**config.mk**
```make
export PLATFORM = sky130hd
export DESIGN_NAME = sr_ff_monitor
export DESIGN_NICKNAME = d
export VERILOG_FILES = /design/src/rtl/sr_mon_pkg.sv /design/src/rtl/sat_counter.sv /design/src/rtl/sr_ff_monitor.sv
export SDC_FILE = /design/constraint.sdc
export NUM_CORES = 1
export LEC_CHECK = 0
export BUFFER_PORTS_ARGS = -buffer_cell sky130_fd_sc_hd__buf_4
export CAP_MARGIN = 20
export CORE_MARGIN = 2
export CORE_UTILIZATION = 40
export DETAILED_ROUTE_END_ITERATION = 6
export GPL_TIMING_DRIVEN = 0
export PLACE_DENSITY = 0.61
export SYNTH_ARGS = -nofsm -noshare
export SYNTH_HDL_FRONTEND = slang
export SYNTH_SLANG_ARGS = --single-unit
```
**constraint.sdc**
```tcl
create_clock -name clk -period 2.35 [get_ports clk]
set_clock_uncertainty 0.05 [all_clocks]
set_input_delay 0.235 -clock clk [delete_from_list [all_inputs] [get_ports clk]]
set_output_delay 0.235 -clock clk [all_outputs]
set_load 0.005 [all_outputs]
```
**src/rtl/sr_mon_pkg.sv**
```systemverilog
// rtl/sr_mon_pkg.sv - shared state encoding and SR request codes for the SR flip-flop monitor
package sr_mon_pkg;

  typedef enum logic [1:0] {
    IDLE  = 2'd0,
    SYNC  = 2'd1,
    CHECK = 2'd2,
    HALT  = 2'd3
  } mon_state_e;

  localparam logic [1:0] SR_HOLD = 2'b00;
  localparam logic [1:0] SR_RST  = 2'b01;
  localparam logic [1:0] SR_SET  = 2'b10;
  localparam logic [1:0] SR_ILL  = 2'b11;

endpackage

```
**src/rtl/sat_counter.sv**
```systemverilog
// rtl/sat_counter.sv - up-counter that sticks at all-ones instead of wrapping
module sat_counter #(
  parameter int W = 8
) (
  input  logic         clk,
  input  logic         reset,
  input  logic         inc,
  output logic [W-1:0] q
);

  logic [W-1:0] q_q;

  always_ff @(posedge clk or posedge reset) begin
    if (reset) begin
      q_q <= '0;
    end else if (inc && (q_q != {W{1'b1}})) begin
      q_q <= q_q + W'(1);
    end
  end

  assign q = q_q;

endmodule

```
**src/rtl/sr_ff_monitor.sv**
```systemverilog
// rtl/sr_ff_monitor.sv - checks an SR flip-flop's Q/Qbar against a reference model of its state
module sr_ff_monitor
  import sr_mon_pkg::*;
#(
  parameter int CNT_W       = 8,
  parameter bit STOP_ON_ERR = 1'b0
) (
  input  logic             clk,
  input  logic             reset,
  input  logic             en,
  input  logic             S,
  input  logic             R,
  input  logic             Q,
  input  logic             Qbar,
  output logic             exp_q,
  output logic             exp_valid,
  output logic             mismatch,
  output logic             illegal,
  output logic             illegal_seen,
  output logic             halted,
  output logic [CNT_W-1:0] err_count,
  output logic [CNT_W-1:0] chk_count
);

  mon_state_e state_q;
  logic       exp_q_q;
  logic       exp_valid_q;
  logic       mismatch_q;
  logic       illegal_q;
  logic       illegal_seen_q;
  logic       halted_q;

  logic [1:0] sr;
  logic       model_upd;
  logic       compare;
  logic       mismatch_d;
  logic       illegal_d;

  assign sr        = {S, R};
  assign model_upd = en && ((state_q == SYNC) || (state_q == CHECK));
  assign compare   = en && (state_q == CHECK);
  // Q==Qbar is a broken response even when the model does not know the state.
  assign mismatch_d = compare && ((exp_valid_q && (Q != exp_q_q)) || (Q == Qbar));
  assign illegal_d  = model_upd && (sr == SR_ILL);

  always_ff @(posedge clk or posedge reset) begin
    if (reset) begin
      state_q        <= IDLE;
      exp_q_q        <= 1'b0;
      exp_valid_q    <= 1'b0;
      mismatch_q     <= 1'b0;
      illegal_q      <= 1'b0;
      illegal_seen_q <= 1'b0;
      halted_q       <= 1'b0;
    end else begin
      mismatch_q <= mismatch_d;
      illegal_q  <= illegal_d;
      if (illegal_d) begin
        illegal_seen_q <= 1'b1;
      end

      if (model_upd) begin
        case (sr)
          SR_HOLD: ;
          SR_RST: begin
            exp_q_q     <= 1'b0;
            exp_valid_q <= 1'b1;
          end
          SR_SET: begin
            exp_q_q     <= 1'b1;
            exp_valid_q <= 1'b1;
          end
          SR_ILL: exp_valid_q <= 1'b0;
        endcase
      end

      case (state_q)
        IDLE:  if (en) state_q <= SYNC;
        SYNC:  if (en) state_q <= CHECK;
        CHECK: begin
          if (!en) begin
            state_q     <= IDLE;
            exp_valid_q <= 1'b0;
          end else if (STOP_ON_ERR && mismatch_d) begin
            state_q  <= HALT;
            halted_q <= 1'b1;
          end
        end
        HALT:    ;
        default: state_q <= IDLE;
      endcase
    end
  end

  sat_counter #(.W(CNT_W)) u_err_cnt (
    .clk   (clk),
    .reset (reset),
    .inc   (mismatch_d),
    .q     (err_count)
  );

  sat_counter #(.W(CNT_W)) u_chk_cnt (
    .clk   (clk),
    .reset (reset),
    .inc   (compare && exp_valid_q),
    .q     (chk_count)
  );

  assign exp_q        = exp_q_q;
  assign exp_valid    = exp_valid_q;
  assign mismatch     = mismatch_q;
  assign illegal      = illegal_q;
  assign illegal_seen = illegal_seen_q;
  assign halted       = halted_q;

endmodule

```
==> flow_summary.toml <==
[clock_tree]
insertion_delay_ns = 0.32
cts_num_sinks = 23
postCtsSetupRepairBufs = 0
root_buffer = "clkbuf_4"
ctsResizeCount = 0
cts_buffer_depth = 2
cts_tree = "yes"
clk_pin_slew_ns = 0.13
htree_num_levels = 1
cts_buffers = 3
holdBufCountCts = 0

[pwr]
total_power_mw = 1.250
power.density_nw_per_um2 = 812.1
leakagePower_nw = 0.7778
peakVddDrop_uv = 390.1

[die]
num_rows = 20
dieWidth_um = 59.99
coreArea_um2 = 3028
die_area_um2 = 3598
initial_utilization_pct = 41.40
die_h_um = 59.99
num_io_pins = 29

[route]
wl_um = 2228
drc = 0
drt_iter0_markers = 27
via_per_inst = 4.894
wl_per_cell_um = 11.79
drt-pass1-iter-count = 4
postRouteAntennaNets = 0
num_vias = 925

[cells_and_area]
diodes = 0
finalInstanceArea_um2 = 1539
drive_gt1_share_pct = 35.17
area_growth_syn_to_layout_pct = 22.75
layout.nets = 163

[grt]
overflow = 0
grt_max_degree = 24
grt.total_usage_pct = 14.09
grt_pass1_wl_um = 3767
antenna_found_initial = 0
grt_pass1_vias = 840

[timing]
final.period_utilization_pct = 77.51
relSlewSlack_pct = 43.58
timing.hold.ws_ns = 0.02339
setup_tns_ns = 0
layout_min_cycle_time_ns = 1.821
setup_violations = 0
fmax_mhz = 549.0
tightest_slew_ns = 0.8453
rsz0062_at_grt = "false"
drv_slew = 0
hold_viol = 0

[status]
status = "finished, final reports clean"

[place]
gp_congestion = 0.8433
dp_hpwl_um = 1685
placed_area_um2 = 1511
io_buffer_count = 27

[setup_path]
crit_path_start_kind = "flip-flop"
worstPathCellList = "inv_1 > ha_1 > and3_2 > nand4_1 > nor2_1 > mux2_2"
cp.required_ns = 2.52
crit_buf_inv = 1
slowest_delay_ns = 0.44
worstPathMaxFanout = 5
reg2reg_from = "state_q[0]$_DFFE_PP0P_"
crit_type = "flip-flop to flip-flop"
startpoint = "state_q[0]$_DFFE_PP0P_"
cp_slowest_cell = "dfrtp_1"
end_kind = "flip-flop"
crit_family = "simple AND/OR/NAND/NOR gates"
worstPathArrival_ns = 1.99

[yosys]
ys_ff_latch = 23
synth_nets = 131
yosys_warnings = 1
synth_cell_types = 31
yosysSeqAreaShare_pct = 45.91
netlist_area_um2 = 1254
synthCells = 114
syn_avg_cell_area_um2 = 11.00

[hold_path]
hold_class = "input port to async pin"

[run]
cap_violations = 0
[placed cells by master (no fill, tap or decap), drive strengths merged]
cell type  netlist  routed
inv              9       9
a21bo            1       1
nand2            9       9
o21a             1       1
buf              1      28
clkbuf           0       3
dfrtp           23      23
nor2             8       8
ha              10      10
conb             1       1
mux2             9       9
and3             4       4
xnor2            3       3
and2b            1       1
nor3             6       6
a22o             1       1
nor4             1       1
or2              1       1
and2             1       1
o2111ai          1       1
nand3            4       4
nand4            5       5
a21oi            2       2
nand2b           3       3
a31oi            1       1
clkinv           0       1
xor2             5       5
mux2i            2       2
o221ai           1       1
[layer usage]
layer / vias up / routed length (µm) / GRT usage [%]
met3: 4 / 115 / 2.597
met4: 0 / 27 / 5.714
met1: 438 / 1062 / 20.35
met5: - / 0 / 0
met2: 28 / 1023 / 20.65
li1: 455 / - / -
[cell type report]
| class | instances | area [µm²] |
|---|---|---|
| sequential | 23 | 575.6 |
| clock inverter | 1 | 5.005 |
| multi-input combinational | 81 | 636.9 |
| inverter | 9 | 33.78 |
| buffer | 1 | 7.507 |
| fill | 298 | 1489 |
| clock buffer | 3 | 22.52 |
| tap | 44 | 55.05 |
| timing repair buffer | 27 | 202.7 |
[Yosys cell counts (all sizes together)]
library cell,instances,area [µm²]
nor4,1,12.51
nand4,5,31.28
mux2i,2,20.02
a22o,1,10.01
xor2,5,43.79
buf,1,7.510
and3,4,27.52
a31oi,1,6.260
o2111ai,1,8.760
nor3,6,35.03
mux2,9,105.1
xnor2,3,26.28
a21oi,2,10.01
conb,1,3.750
and2b,1,7.510
dfrtp,23,575.6
and2,1,8.760
a21bo,1,10.01
nand3,4,20.02
ha,10,125.1
nand2,9,33.78
inv,9,33.78
nor2,8,32.54
nand2b,3,18.77
o221ai,1,26.28
o21a,1,7.510
or2,1,6.260
[final timing paths]
check | end | slack [ns] | cells past startpoint
worst max-delay path | u_chk_cnt.q[5]$_DFFE_PP0P_ | 0.53 | 6
worst min-delay path | u_err_cnt.q[5]$_DFFE_PP0P_ | 0.02 | 2
worst max register to register | u_chk_cnt.q[5]$_DFFE_PP0P_ | 0.53 | 6
worst min register to register | illegal_seen$_DFFE_PP0P_ | 0.45 | 1
max in group asynchronous | illegal_seen$_DFFE_PP0P_ | 1.70 | 2
min in group clk | exp_valid$_DFF_PP0_ | 0.15 | 2
[report_power, final]
part           switching [mW]  internal (mW)  leakage [nW]  total [mW]
clock                   0.122         0.0636        0.0177       0.185
combinational           0.197          0.268         0.464       0.466
sequential              0.111          0.487         0.297       0.599
total                   0.430          0.819         0.778        1.25
[worst reg2reg max path, cell delays in order (launching register included)]
cell and delay [ns]:
dfrtp_1 0.44, inv_1 0.11, ha_1 0.23, and3_2 0.26, nand4_1 0.16, nor2_1 0.15
mux2_2 0.34
[registers in the layout, summed over array words and instances, names as in the netlist]
name and cells:
exp_q 1, exp_valid 1, illegal 1, illegal_seen 1, mismatch 1, state_q 2, u_chk_cnt.q 8, u_err_cnt.q 8
[kinds of logic (layout without fill, tap and decap cells)]
| family | count (synthesis) | count (layout) | share of synthesized area (%) |
|---|---|---|---|
| AND/OR/NAND/NOR | 43 | 43 | 18.66 |
| flip-flops | 23 | 23 | 45.91 |
| multiplexers | 11 | 11 | 9.980 |
| adder cells (fa/ha/maj) | 10 | 10 | 9.980 |
| buffers and inverters | 10 | 41 | 3.293 |
| AO/OA/AOI/OAI | 8 | 8 | 6.289 |
| XOR/XNOR | 8 | 8 | 5.589 |
| other | 1 | 1 | 0.2991 |
[through the flow]
stage                     std cells  setup WS (ns)  utilization, %
after floorplan                 114         0.6760               -
after global placement          185         0.5438           49.92
after detailed placement        185         0.5229           49.92
after CTS                       189         0.5091           50.83
after global routing            189         0.3860           50.83
final                           189         0.5286           50.83
(Power assumes the default switching activity.)
